<file path="src/rtl/gcd_pkg.sv">
// Shared types and defaults for the gcd engine and its dispatch front end.
package gcd_pkg;

   localparam int GCD_WIDTH = 32;

   typedef enum logic [1:0] {
      IDLE  = 2'd0,
      ISSUE = 2'd1,
      WAIT  = 2'd2,
      HOLD  = 2'd3
   } dispatch_state_t;

endpackage

</file>
<file path="src/rtl/gcd_op_fifo.sv">
// Operand-pair FIFO in front of the gcd engine; registered read side, no pass-through.
module gcd_op_fifo
#(
   parameter int WIDTH = 64,
   parameter int DEPTH = 4
)
(
   input  logic                       clk,
   input  logic                       reset,
   input  logic                       push,
   input  logic                       pop,
   input  logic [WIDTH-1:0]           wdata,
   output logic [WIDTH-1:0]           rdata,
   output logic                       full,
   output logic                       empty,
   output logic [$clog2(DEPTH):0]     count
);

   localparam int AW = $clog2(DEPTH);
   localparam int CNT_W = AW + 1;

   logic [WIDTH-1:0] mem [DEPTH];
   logic [AW-1:0]    wr_ptr;
   logic [AW-1:0]    rd_ptr;
   logic             push_ok;
   logic             pop_ok;

   assign full    = (count == CNT_W'(DEPTH));
   assign empty   = (count == '0);
   assign push_ok = push & ~full;
   assign pop_ok  = pop & ~empty;
   assign rdata   = mem[rd_ptr];

   always_ff @(posedge clk) begin
      if (push_ok) begin
         mem[wr_ptr] <= wdata;
      end
   end

   // Pointers are exactly log2(DEPTH) bits so they wrap without explicit compare.
   always_ff @(posedge clk or posedge reset) begin
      if (reset) begin
         wr_ptr <= '0;
         rd_ptr <= '0;
         count  <= '0;
      end else begin
         if (push_ok) begin
            wr_ptr <= wr_ptr + AW'(1);
         end
         if (pop_ok) begin
            rd_ptr <= rd_ptr + AW'(1);
         end
         case ({push_ok, pop_ok})
            2'b10:   count <= count + CNT_W'(1);
            2'b01:   count <= count - CNT_W'(1);
            default: count <= count;
         endcase
      end
   end

endmodule

</file>
<file path="src/rtl/gcd_dispatch.sv">
// Feeds queued operand pairs to the gcd engine one job at a time and holds
// each result with its WAIT-cycle latency until the consumer takes it.
//
// state | meaning
// IDLE  | no job in flight; leave when the FIFO holds a pair
// ISSUE | one cycle: start pulse, operands from FIFO head, pop
// WAIT  | counting cycles until the engine reports done
// HOLD  | result register valid, waiting for out_ready
module gcd_dispatch
   import gcd_pkg::*;
#(
   parameter int WIDTH = GCD_WIDTH,
   parameter int DEPTH = 4,
   parameter int CW    = 16
)
(
   input  logic             clk,
   input  logic             reset,
   input  logic             in_valid,
   output logic             in_ready,
   input  logic [WIDTH-1:0] a_in,
   input  logic [WIDTH-1:0] b_in,
   output logic             gcd_start,
   output logic [WIDTH-1:0] gcd_a,
   output logic [WIDTH-1:0] gcd_b,
   input  logic             gcd_done,
   input  logic [WIDTH-1:0] gcd_result,
   output logic             out_valid,
   input  logic             out_ready,
   output logic [WIDTH-1:0] out_result,
   output logic [CW-1:0]    out_cycles
);

   localparam int PW    = 2 * WIDTH;
   localparam int CNT_W = $clog2(DEPTH) + 1;
   localparam logic [CW-1:0] CNT_MAX = '1;

   dispatch_state_t  state_q;
   dispatch_state_t  state_d;
   logic [PW-1:0]    head;
   logic             fifo_full;
   logic             fifo_empty;
   logic [CNT_W-1:0] fifo_count;
   logic             push;
   logic             pop;
   logic             issue_ok;
   logic [CW-1:0]    cnt_q;
   logic [CW-1:0]    cnt_inc;

   assign in_ready = ~fifo_full;
   assign push     = in_valid & in_ready;
   assign pop      = (state_q == ISSUE);
   assign issue_ok = pop & ~fifo_empty;

   gcd_op_fifo #(
      .WIDTH (PW),
      .DEPTH (DEPTH)
   ) u_fifo (
      .clk   (clk),
      .reset (reset),
      .push  (push),
      .pop   (pop),
      .wdata ({a_in, b_in}),
      .rdata (head),
      .full  (fifo_full),
      .empty (fifo_empty),
      .count (fifo_count)
   );

   assign gcd_start = (state_q == ISSUE);
   assign gcd_a     = issue_ok ? head[PW-1:WIDTH] : '0;
   assign gcd_b     = issue_ok ? head[WIDTH-1:0]  : '0;

   // The done cycle itself is counted, so the captured value is cnt_q + 1.
   assign cnt_inc = (cnt_q == CNT_MAX) ? cnt_q : cnt_q + CW'(1);

   always_comb begin
      state_d = state_q;
      case (state_q)
         IDLE:    if (fifo_count != '0) state_d = ISSUE;
         ISSUE:   state_d = WAIT;
         WAIT:    if (gcd_done) state_d = HOLD;
         HOLD:    if (out_ready) state_d = IDLE;
         default: state_d = IDLE;
      endcase
   end

   always_ff @(posedge clk or posedge reset) begin
      if (reset) begin
         state_q    <= IDLE;
         cnt_q      <= '0;
         out_valid  <= 1'b0;
         out_result <= '0;
         out_cycles <= '0;
      end else begin
         state_q <= state_d;
         case (state_q)
            ISSUE: cnt_q <= '0;
            WAIT: begin
               cnt_q <= cnt_inc;
               if (gcd_done) begin
                  out_result <= gcd_result;
                  out_cycles <= cnt_inc;
                  out_valid  <= 1'b1;
               end
            end
            HOLD: if (out_ready) out_valid <= 1'b0;
            default: cnt_q <= cnt_q;
         endcase
      end
   end

endmodule
</file>
<file path="config.mk">
export PLATFORM = sky130hd
export DESIGN_NAME = gcd_dispatch
export DESIGN_NICKNAME = d
export VERILOG_FILES = /design/src/rtl/gcd_pkg.sv /design/src/rtl/gcd_op_fifo.sv /design/src/rtl/gcd_dispatch.sv
export SDC_FILE = /design/constraint.sdc
export NUM_CORES = 1
export LEC_CHECK = 0
export ABC_CLOCK_PERIOD_IN_PS = 2630
export BUFFER_PORTS_ARGS = -buffer_cell sky130_fd_sc_hd__buf_2
export CAP_MARGIN = 10
export CORE_ASPECT_RATIO = 1.2
export CORE_MARGIN = 5
export CORE_UTILIZATION = 45
export DETAILED_ROUTE_END_ITERATION = 8
export MAX_ROUTING_LAYER = met4
export PLACE_DENSITY = 0.68
export SLEW_MARGIN = 40
export SYNTH_ARGS = -nofsm -noshare
export SYNTH_HDL_FRONTEND = slang
export SYNTH_SLANG_ARGS = --single-unit
</file>
<file path="constraint.sdc">
create_clock -name clk -period 2.63 [get_ports clk]
set_input_delay 0.3945 -clock clk [delete_from_list [all_inputs] [get_ports clk]]
set_output_delay 0.3945 -clock clk [all_outputs]
set_load 0.005 [all_outputs]
</file>
# After elaboration in Yosys (flattened, before gate mapping)

Memories as Yosys holds them, arrays and structs flattened.
Index checks and enable logic that the tools add are counted.

Bits in registers: 74
RAM bits: 256
Input port bits: 101
Memories: 1

Memories:

| memory     | words | bits a word | read ports | clocked after memory_dff | write ports | line              | RTL |
|---|---|---|---|---|---|---|---|
| u_fifo.mem | 4     | 64          | 1          | 0                        | 1           | gcd_op_fifo.sv:22 | `logic [WIDTH-1:0] mem [DEPTH];` |

$add $sub $neg: 5
Equal/unequal tests: 10
Muxes and demuxes: 14
Bitwise operators: 5
Reduce and logical (&&, ||, !) cells: 9

Operators by type and width:

| cell                                                                   | number |
|---|---|
| 32-bit two-way mux                                                     | 2 |
| 16-bit case mux with 2 select lines                                    | 1 |
| 16-bit by 1-bit adder with 16-bit output (second input constant)       | 1 |
| 16-bit equality test (second input constant)                           | 1 |
| 16-bit two-way mux                                                     | 1 |
| 2-bit case mux with 4 select lines                                     | 1 |
| 2-bit equality test (second input constant)                            | 3 |
| 2-bit two-way mux                                                      | 3 |
| 2-bit inequality test (second input constant)                          | 3 |
| 3-bit case mux with 2 select lines                                     | 1 |
| 3-bit AND reduction                                                    | 2 |
| 2-bit nonzero test                                                     | 3 |
| 2-bit by 1-bit adder with 2-bit output (second input constant)         | 2 |
| 2-bit by 1-bit equality test with 1-bit output (second input constant) | 2 |
| 1-bit two-way mux                                                      | 4 |
| 3-bit by 1-bit adder with 3-bit output (second input constant)         | 1 |
| 1-bit AND                                                              | 3 |
| 3-bit equality test (second input constant)                            | 1 |
| 3-bit logical NOT                                                      | 1 |
| 3-bit nonzero test                                                     | 1 |
| 3-bit by 1-bit subtractor with 3-bit output (second input constant)    | 1 |
| 2-bit logical NOT                                                      | 1 |
| 1-bit NOT                                                              | 2 |
| 1-bit case mux with 2 select lines                                     | 1 |
| 2-bit AND reduction                                                    | 1 |

# Longest topological paths before layout

Gate-level depths: netlist of the first run.

Word-level depth: 6
Gate-level depth with buffers: 11

# By module

A second synthesis of the first run with hierarchy kept.

Cells, all modules: 806
Area, all modules: 13387.8 µm²

Modules (own cells, without submodules):

| module       | instances | cells each | area an instance (µm²) |
|---|---|---|---|
| gcd_op_fifo  | 1         | 372        | 9659.3 |
| gcd_dispatch | 1         | 434        | 3728.6 |

# Worst setup path before layout of the first run

OpenSTA, ideal clock, no wires.

Kind: register -> register
From: reg u_fifo.wr_ptr[0]
To: mem u_fifo.mem[2][0] (enable)
Setup time: 0.429 ns
Arrival time: 2.172 ns
Slack: 0.029 ns
Cell stages (with the launch flop): 4
Buffers on the path: 0
Clock period less this slack: 2.601 ns
Path through: dfrtp_1 -> inv_1 -> ha_1 -> and3_1

RTL lines:

| element                | line              | RTL |
|---|---|---|
| from (decl)            | gcd_op_fifo.sv:23 | `logic [AW-1:0] wr_ptr;` |
| from (signal assigned) | gcd_op_fifo.sv:48 | `wr_ptr <= wr_ptr + AW'(1);` |
| to (decl)              | gcd_op_fifo.sv:22 |  |

Straight into the memory's write port.

# Worst setup path in the final report of the first run

From: reg u_fifo.rd_ptr[0]
To: out gcd_b[30]

Longest elaborated chain between the ends: 2

RTL lines:

| element                | line               | RTL |
|---|---|---|
| from (decl)            | gcd_op_fifo.sv:24  | `logic [AW-1:0] rd_ptr;` |
| from (signal assigned) | gcd_op_fifo.sv:51  | `rd_ptr <= rd_ptr + AW'(1);` |
| memory 4 x 64 bit      | -                  |  |
| 32-bit two-way mux     | gcd_dispatch.sv:72 | `assign gcd_b = issue_ok ? head[WIDTH-1:0] : '0;` |
| to (decl)              | gcd_dispatch.sv:25 | `output logic [WIDTH-1:0] gcd_b,` |

Every way passes these cells.

==> flow_summary.json, run 1 <==
{
  "status": "finished, final reports clean",
  "synth_ff_type": "edfxtp_1",
  "yosysSeqAreaShare": 0.7202,
  "dp_hpwl_mm": 18.17,
  "synth_fp_nets": 912,
  "path_class": "flip-flop to output port",
  "yosysTopAreaCell": "edfxtp_1",
  "setup_viol": 0,
  "drc_errors": 0,
  "yosysMostFrequentCell": "edfxtp_1",
  "gp_congestion": 0.8338,
  "netlist_area_um2": 13250,
  "postSynthCellCount": 799,
  "htree_num_levels": 2,
  "vias_per_cell": 5.208,
  "leakage_nw": 6.339,
  "power_density_nw_per_um2": 1062,
  "ant_nets": 0,
  "tns_ps": 0,
  "hold_viol": 0,
  "core_um2": 28930,
  "path_clk_slew_ps": 60,
  "wl_met1_mm": 11.75,
  "grt_use_total": 0.1733,
  "critPathMaxFanout": 10,
  "port_buffers": 215,
  "dieArea_um2": 32980,
  "antenna_found_initial": 4,
  "ir_drop_uv": 530.0,
  "num_vias": 7572,
  "hold_path_class": "input pin to flip-flop",
  "synth_warnings": 0,
  "post-route-period-util": 0.9538,
  "rows": 68,
  "start_kind": "flip-flop",
  "wl_met3_mm": 1.880,
  "die_w_um": 166.6,
  "holdWs_ps": 83.27,
  "ys_top_cells_by_area": "edfxtp_1 (58%), dfrtp_1 (14%), mux4_2 (11%)",
  "grt_max_degree": 75,
  "finalClockSkew_ps": 21.96,
  "dr.pass1.iters": 5,
  "setup.worst_path.end_class": "output port",
  "synth_cell_types": 53,
  "routed_wl_mm": 27.78,
  "post_drt_wl_per_cell_um": 19.10,
  "die_h_um": 197.9,
  "maxCapViolations": 0,
  "finalCriticalPeriod_ps": 2508,
  "worstReg2RegStart": "u_fifo.count[0]$_DFFE_PP0P_",
  "grt_pass1_wl_mm": 44.32,
  "cp.required_ps": 2240,
  "crit_arrival_ps": 2110,
  "grt_setup_unrepaired": "no",
  "synth_edf_count": 256,
  "grt_overflow": 0,
  "start_util": 0.4579,
  "root_buffer": "clkbuf_16",
  "slew_headroom": 0.6650,
  "synth_top_area_frac": 0.5804,
  "first_global_vias": 8020,
  "finalMaxSlewViolations": 0,
  "cts_tree": "done",
  "top_layer": "met4",
  "clock_path_buffers": 3,
  "ys_top_cells_by_count": "edfxtp_1 (256), nand2_1 (123), dfrtp_1 (74)",
  "hp-start": "gcd_result[20]",
  "yosys_register_bits": 330,
  "final_nets": 1153,
  "drtIter0Drc": 483,
  "syn_avg_cell_area_um2": 16.58,
  "max_freq_mhz": 398.7,
  "cts_buffers": 35,
  "wl_met2_mm": 13.62,
  "ioPinCount": 216,
  "synthArstFlopShare": 0.2242,
  "clock-sinks": 330,
  "fillers": 2323,
  "tightestPinTransition_ps": 498.0,
  "power_mw": 17.07,
  "areaGrowthSynthToFinish_pct": 21.33,
  "critPathLaunch": "u_fifo.rd_ptr[0]$_DFFE_PP0P_",
  "layout-drive-gt1-share": 0.3524,
  "insertion_delay_ps": 510
}
## power breakdown
part / internal [mW] / switching [mW]
Sequential: 6.92 / 0.473
Combinational: 2.54 / 2.67
Clock: 2.60 / 1.88
## area by class of cell
type | count | area [um^2] | area share
sequential | 330 | 9547 | 0.5941
multi-input combinational | 410 | 3463 | 0.2155
timing repair buffer | 246 | 1461 | 0.09094
clock buffer | 54 | 988.4 | 0.06151
tap | 385 | 481.7 | 0.02998
inverter | 17 | 66.31 | 0.004126
clock inverter | 7 | 50.05 | 0.003114
antenna | 5 | 12.51 | 0.0007786
## critical path: stages, from the launching register on
cell	delay, ps
dfrtp_4	560
buf_4	190
mux4_2	560
and2_1	180
buf_2	120
## stage by stage
| step | std cells | instance area (um^2) | utilization | setup slack, ps |
|---|---|---|---|---|
| 3_3_place_gp | 1383 | 14980 | 0.5177 | 463.1 |
| 4_1_cts | 1449 | 16060 | 0.5550 | 52.42 |
| 6_report | 1454 | 16070 | 0.5555 | 121.6 |
| 5_1_grt | 1453 | 16070 | 0.5555 | 17.40 |
| 3_5_place_dp | 1383 | 14980 | 0.5177 | 421.7 |
| 2_1_floorplan | 799 | 13250 | - | 29.03 |
## per-layer routing
metal,global-route usage,vias up
met4,0.04274,0
li1,-,3513
met1,0.2295,3766
met3,0.04193,42
met5,-,-
met2,0.2751,251
## timing repair
action	in CTS	in global routing
resized for setup	0	2
hold endpoints to repair	72	0
buffers inserted	4	0
setup endpoints to repair	16	39
hold buffers	1	0
## cell families (layout without fill, tap and decap cells)
| kind of cell | after synthesis | count (layout) | share of synthesized area |
|---|---|---|---|
| multiplexers | 67 | 67 | 0.1112 |
| other | 0 | 5 | 0 |
| adder cells (fa/ha/maj) | 12 | 12 | 0.01190 |
| AO/OA/AOI/OAI | 70 | 70 | 0.03354 |
| flip-flops | 330 | 330 | 0.7202 |
| XOR/XNOR | 10 | 10 | 0.006613 |
| buffers and inverters | 59 | 324 | 0.02040 |
| AND/OR/NAND/NOR | 251 | 251 | 0.09616 |
## final timing paths
check,endpoint,slack [ps],depth (start not counted)
worst max-delay path,gcd_b[30],120,4
worst min-delay path,out_result[20]$_DFFE_PP0P_,80,3
worst max register to register,u_fifo.count[2]$_DFFE_PP0P_,470,10
worst min register to register,out_result[6]$_DFFE_PP0P_,470,2
max in group asynchronous,u_fifo.rd_ptr[0]$_DFFE_PP0P_,1750,4
min in group asynchronous,out_cycles[10]$_DFFE_PP0P_,540,4
## cell usage in the layout, fill, tap and decap left out, drive strengths merged, types with 3 or more instances in the layout
master / n
xnor2: 7
nand4: 7
a31o: 4
dfrtp: 74
and2: 66
a21oi: 15
clkinv: 5
ha: 11
xor2: 3
buf: 245
clkbuf: 54
nand3: 11
o21ai: 21
nor2: 14
nor4: 3
inv: 19
o31ai: 4
nand2: 123
and4: 4
edfxtp: 256
a31oi: 10
and3: 10
nor3: 7
diode: 5
mux4: 64
## registers in the layout (all words and copies together) (netlist names)
| register | count |
|---|---|
| out_valid | 1 |
| out_result | 32 |
| u_fifo.count | 3 |
| cnt_q | 16 |
| state_q | 2 |
| u_fifo.wr_ptr | 2 |
| u_fifo.rd_ptr | 2 |
| out_cycles | 16 |
| u_fifo.mem | 256 |
Note: power is estimated with default switching activity, not from simulation.
==> inputs of run 2 (changes only) <==
--- a/config.mk
+++ b/config.mk
@@ -12,9 +12,8 @@
 export CORE_MARGIN = 5
 export CORE_UTILIZATION = 45
 export DETAILED_ROUTE_END_ITERATION = 8
-export MAX_ROUTING_LAYER = met4
 export PLACE_DENSITY = 0.68
-export SLEW_MARGIN = 40
+export SLEW_MARGIN = 0
 export SYNTH_ARGS = -nofsm -noshare
 export SYNTH_HDL_FRONTEND = slang
 export SYNTH_SLANG_ARGS = --single-unit
==> run 2 against run 1 <==
Net effect:
- utilization about the same
- critical path depth unchanged
- worst setup slack worse by 1.8 ps
- flip-flop and latch count unchanged
- routed wire length about the same
- clock skew down 1.7 ps
- critical path type unchanged
- critical endpoint unchanged
- largest power group unchanged
- highest routed layer is now met5
==> flow_summary.json, run 2 (same netlist as run 1, synthesis figures left out) <==
{
  "grt_max_degree": 75,
  "tightestPinTransition_ps": 487.7,
  "setup_viol": 0,
  "drc_errors": 0,
  "insertion_delay_ps": 510,
  "power_mw": 17.07,
  "tns_ps": 0,
  "final_cell_mix": "edfxtp_1 (256), buf_2 (215), nand2_1 (123), dfrtp_1 (72), and2_1 (66)",
  "power_density_nw_per_um2": 1063,
  "grt_pass1_wl_mm": 44.33,
  "vias_per_cell": 5.232,
  "status": "finished, final reports clean",
  "cts_tree": "done",
  "grt_setup_unrepaired": "no",
  "leakage_nw": 6.339,
  "slew_headroom": 0.6719,
  "ioPinCount": 216,
  "post-route-period-util": 0.9544,
  "drtIter0Drc": 520,
  "hold_path_class": "input pin to flip-flop",
  "routed_wl_mm": 27.79,
  "grt_use_total": 0.1681,
  "crit_arrival_ps": 2120,
  "antenna_found_initial": 4,
  "rows": 68,
  "globalRouteMet2Util": 0.2751,
  "ir_drop_uv": 531.3,
  "gp_congestion": 0.8215,
  "start_util": 0.4579,
  "fin_util": 0.5552,
  "cp.required_ps": 2240,
  "dp_hpwl_mm": 18.17,
  "fillers": 2323,
  "dieArea_um2": 32980,
  "final_nets": 1153,
  "post_drt_wl_per_cell_um": 19.16,
  "layout-drive-gt1-share": 0.3524,
  "use_met1": 0.2276,
  "largest_reg_flops": 256,
  "largestRegisters": "u_fifo.mem (256), out_result (32)",
  "core_um2": 28930,
  "path_class": "flip-flop to output port",
  "max_freq_mhz": 398.4,
  "setup.worst_path.end_class": "output port",
  "maxCapViolations": 0,
  "areaGrowthSynthToFinish_pct": 21.25,
  "die_h_um": 197.9,
  "clock-sinks": 330,
  "first_global_vias": 8027,
  "path_clk_slew_ps": 60,
  "die_w_um": 166.6,
  "critPathMaxFanout": 10,
  "grt_overflow": 0,
  "largest_register": "u_fifo.mem",
  "num_vias": 7587,
  "finalMaxSlewViolations": 0,
  "start_kind": "flip-flop",
  "finalCriticalPeriod_ps": 2510,
  "cts_buffers": 35,
  "busiest_layer": "met2",
  "clock_path_buffers": 3,
  "port_buffers": 215,
  "dr.pass1.iters": 5,
  "ant_nets": 0,
  "root_buffer": "clkbuf_16",
  "htree_num_levels": 2,
  "met3_usage": 0.04493,
  "finalClockSkew_ps": 20.29,
  "final_common_cell": "edfxtp_1",
  "hold_viol": 0
}
==> run 2: cell count changes in the layout (fill, tap and decap cells not counted), sizes merged <==
cell and change:
diode -4
==> run 2: cell type report <==
class                           count  area (um^2)  share of cell area
Sequential cell                   330         9547              0.5944
Multi-Input combinational cell    410         3463              0.2156
Timing Repair Buffer              246         1461             0.09099
Clock buffer                       54        988.4             0.06155
Tap cell                          385        481.7             0.02999
Inverter                           17        66.31            0.004129
Clock inverter                      7        50.05            0.003116
Antenna cell                        1        2.502           0.0001558
==> run 2: critical path, cell delays in order (launching register included) <==
cell and delay [ps]:
dfrtp_4 560, buf_4 190, mux4_2 560, and2_1 190
buf_2 120
==> run 2: routing by layer <==
| metal | vias to the layer above | share of wire |
|---|---|---|
| met1 | 3780 | 0.42 |
| met2 | 244 | 0.49 |
| li1 | 3507 | - |
| met3 | 48 | 0.072 |
| met5 | - | 0.0017 |
| met4 | 8 | 0.019 |
==> run 2: worst paths after layout <==
path	start	to	slack [ps]	cells past startpoint
max in group asynchronous	reset	u_fifo.rd_ptr[0]$_DFFE_PP0P_	1750	4
worst min register to register	out_result[6]$_DFFE_PP0P_	out_result[6]$_DFFE_PP0P_	470	2
worst max register to register	u_fifo.count[0]$_DFFE_PP0P_	u_fifo.count[2]$_DFFE_PP0P_	470	10
min in group asynchronous	reset	out_cycles[10]$_DFFE_PP0P_	550	4
worst max-delay path	u_fifo.rd_ptr[0]$_DFFE_PP0P_	gcd_b[30]	120	4
worst min-delay path	gcd_result[26]	out_result[26]$_DFFE_PP0P_	80	3
==> run 2: power breakdown <==
part / internal [mW] / switching (mW)
combinational: 2.54 / 2.67
clock: 2.60 / 1.88
sequential: 6.92 / 0.472
==> run 2: what timing repair did <==
action / in CTS / in global routing
endpoints found under the hold margin: 72 / 0
setup buffers: 4 / 0
hold buffers: 1 / 0
setup endpoints to repair: 16 / 39
resized for setup: 0 / 2
==> run 2: metrics by stage <==
step	std cells	setup slack [ps]	instance area, um^2	hold WS (ps)
5_1_grt	1449	17.40	16060	66.01
6_report	1450	119.8	16060	81.89
3_3_place_gp	1383	463.1	14980	454.3
2_1_floorplan	799	29.03	13250	459.6
4_1_cts	1449	52.42	16060	53.98
3_5_place_dp	1383	421.7	14980	457.4
==> inputs of run 3 (changes only) <==
--- a/config.mk
+++ b/config.mk
@@ -5,6 +5,7 @@
 export SDC_FILE = /design/constraint.sdc
 export NUM_CORES = 1
 export LEC_CHECK = 0
+export ABC_AREA = 1
 export ABC_CLOCK_PERIOD_IN_PS = 2630
 export BUFFER_PORTS_ARGS = -buffer_cell sky130_fd_sc_hd__buf_2
 export CAP_MARGIN = 10
==> constraint.sdc (replaced) <==
create_clock -name clk -period 2.63 [get_ports clk]
set_input_delay 0.263 -clock clk [delete_from_list [all_inputs] [get_ports clk]]
set_output_delay 0.263 -clock clk [all_outputs]
set_load 0.005 [all_outputs]
==> run 3 against run 2 <==
Net effect:
- synthesized area is 0.65% higher
- power is 0.64% higher
- hold slack better by 83 ps
- utilization rose by 1.9 points
- sequential power is 2% lower
- clock skew fell by 12 ps
- combinational power increased by 9.2%
- critical path depth grew 2
- global-route usage increased by 1.8 points
==> flow_summary.json, run 3 <==
{
  "die_h_um": 198.6,
  "worstReg2RegStart": "state_q[1]$_DFFE_PP0P_",
  "synth_warnings": 0,
  "htree_num_levels": 1,
  "yosysMostFrequentCell": "nor2_1",
  "place_ws_ps": 492.9,
  "regArea_um2": 9544,
  "holdWs_ps": 165.0,
  "synthArstFlopShare": 0.2242,
  "grt_overflow": 0,
  "setup_viol": 0,
  "dp_hpwl_mm": 18.27,
  "max_stage_delay_ps": 510,
  "post_drt_wl_per_cell_um": 16.76,
  "netlist_area_um2": 13330,
  "cts_buffers": 31,
  "grt_pass1_wl_mm": 50.44,
  "max_freq_mhz": 401.4,
  "fillers": 2369,
  "grt_setup_unrepaired": "no",
  "layout-drive-gt1-share": 0.1941,
  "dr.pass1.iters": 6,
  "largest_register": "u_fifo.mem",
  "areaGrowthSynthToFinish_pct": 26.87,
  "synth_fp_nets": 1303,
  "setup_ws_ps": 138.9,
  "antenna_found_initial": 1,
  "rows": 69,
  "ys_top_cells_by_area": "edfxtp_1 (58%), dfrtp_1 (14%), nor2_1 (8.0%)",
  "status": "finished, final reports clean",
  "setup.worst_path.end_class": "output port",
  "ir_drop_uv": 499.0,
  "finalMaxSlewViolations": 0,
  "ys_top_cells_by_count": "nor2_1 (285), edfxtp_1 (256), nand2_1 (210)",
  "finalClockSkew_ps": 8.311,
  "synth_cell_types": 30,
  "clock_path_buffers": 3,
  "clock-sinks": 330,
  "first_global_vias": 9777,
  "insertion_delay_ps": 540,
  "cts_tree": "done",
  "drc_errors": 0,
  "grt_max_degree": 130,
  "hold_viol": 0,
  "start_kind": "flip-flop",
  "min_path_cells": 4,
  "port_buffers": 215,
  "tightestPinTransition_ps": 726.9,
  "multi_input_area_um2": 3421,
  "yosysTopAreaCell": "edfxtp_1",
  "die_w_um": 167.1,
  "root_buffer": "clkbuf_16",
  "postSynthCellCount": 1190,
  "critPathMaxFanout": 65,
  "slew_headroom": 0.5147,
  "start_util": 0.4528,
  "ant_nets": 0,
  "reg2reg_depth": 10,
  "dpl.cell_count": 1756,
  "hold_path_class": "input pin to flip-flop",
  "path_class": "flip-flop to output port",
  "synth_top_area_frac": 0.5766,
  "cp.required_ps": 2370,
  "hp-start": "gcd_done",
  "vias_per_cell": 5.064,
  "power_density_nw_per_um2": 1016,
  "maxCapViolations": 0,
  "gp_congestion": 0.8942,
  "largest_reg_flops": 256,
  "final_common_cell": "nor2_1",
  "num_vias": 9672,
  "path_clk_slew_ps": 60,
  "yosysSeqAreaShare": 0.7155,
  "core_um2": 29440,
  "post-route-period-util": 0.9472,
  "synth_ff_type": "edfxtp_1",
  "cp_slowest_cell": "buf_6",
  "diodes": 0,
  "power_mw": 17.18,
  "synth_edf_count": 256,
  "fin_util": 0.5745,
  "dieArea_um2": 33180,
  "grt_use_total": 0.1865,
  "leakage_nw": 6.952,
  "drtIter0Drc": 631,
  "largestRegisters": "u_fifo.mem (256), out_result (32)",
  "final_cell_mix": "nor2_1 (281), edfxtp_1 (256), buf_2 (215), nand2_1 (210), o21ai_0 (139)",
  "layout.cells.non_filler": 1910,
  "final_nets": 1610,
  "ioPinCount": 216,
  "routed_wl_mm": 32.02,
  "finalCriticalPeriod_ps": 2491,
  "path_cells": "inv_1, ha_1, o31ai_4, buf_6, a21oi_1, buf_2",
  "critPathLaunch": "state_q[1]$_DFFE_PP0P_",
  "syn_avg_cell_area_um2": 11.20,
  "crit_arrival_ps": 2230,
  "yosys_register_bits": 330
}
[run 3: cell types whose count changed after synthesis, sizes merged, moves of 17 or more]
cell and change:
a21oi +52, and2 -66, buf +17, inv +20, mux4 -64, nand2 +89, nor2 +273, o21ai +122
[run 3: what timing repair did]
action | in CTS | in global routing
hold endpoints to repair | 319 | 0
setup endpoints to repair | 15 | 4
hold buffers | 97 | 0
buffers inserted | 0 | 0
resized for setup | 1 | 1
gates cloned | 0 | 1
[run 3: layout make-up]
type | count | area share
timing repair buffer | 333 | 0.1387
multi-input combinational | 763 | 0.2022
clock buffer | 39 | 0.04764
clock inverter | 17 | 0.009469
inverter | 38 | 0.008803
sequential | 330 | 0.5643
tap | 390 | 0.02885
[run 3: path summary, 6_finish.rpt]
check / to / slack (ps)
min in group asynchronous: out_cycles[11]$_DFFE_PP0P_ / 400
hold / removal: out_valid$_DFFE_PP0P_ / 170
setup / recovery: gcd_a[0] / 140
setup reg to reg: u_fifo.count[2]$_DFFE_PP0P_ / 610
hold reg to reg: out_cycles[7]$_DFFE_PP0P_ / 480
max in group asynchronous: out_result[16]$_DFFE_PP0P_ / 1580
[run 3: where the power goes]
part	internal [mW]	total, mW	switching (mW)
Sequential	6.84	7.24	0.397
Combinational	1.96	5.68	3.72
Clock	2.45	4.26	1.81
[run 3: kinds of logic (layout without fill, tap and decap cells)]
kind of cell / count (synthesis) / count (layout) / synth area share
DFF: 330 / 330 / 0.7155
buffers and inverters: 97 / 427 / 0.03116
xor gates and xnor gates: 8 / 8 / 0.005256
AOI/OAI and AO/OA: 216 / 216 / 0.08212
adders and majority gates: 12 / 12 / 0.01183
and+or+nand+nor: 527 / 527 / 0.1541
[run 3: critical path: cells and delay by family (launching register included)]
kind	cells	cell delay, ps
buf+inv	3	780
compound gates	2	260
fa+ha+maj	1	230
flops	1	390
[run 3: metal layers]
metal	part of all wire	GRT usage
met5	0.00041	0
met2	0.49	0.3280
met3	0.075	0.04134
met4	0.024	0.05426
met1	0.41	0.2335
[run 3: metrics by stage]
| step | setup TNS, ps | cell area (um^2) |
|---|---|---|
| 2_1_floorplan | -67110 | 13340 |
| 3_3_place_gp | 0 | 14940 |
| 3_5_place_dp | 0 | 14940 |
| 4_1_cts | 0 | 16880 |
| 5_1_grt | 0 | 16910 |
| 6_report | 0 | 16910 |
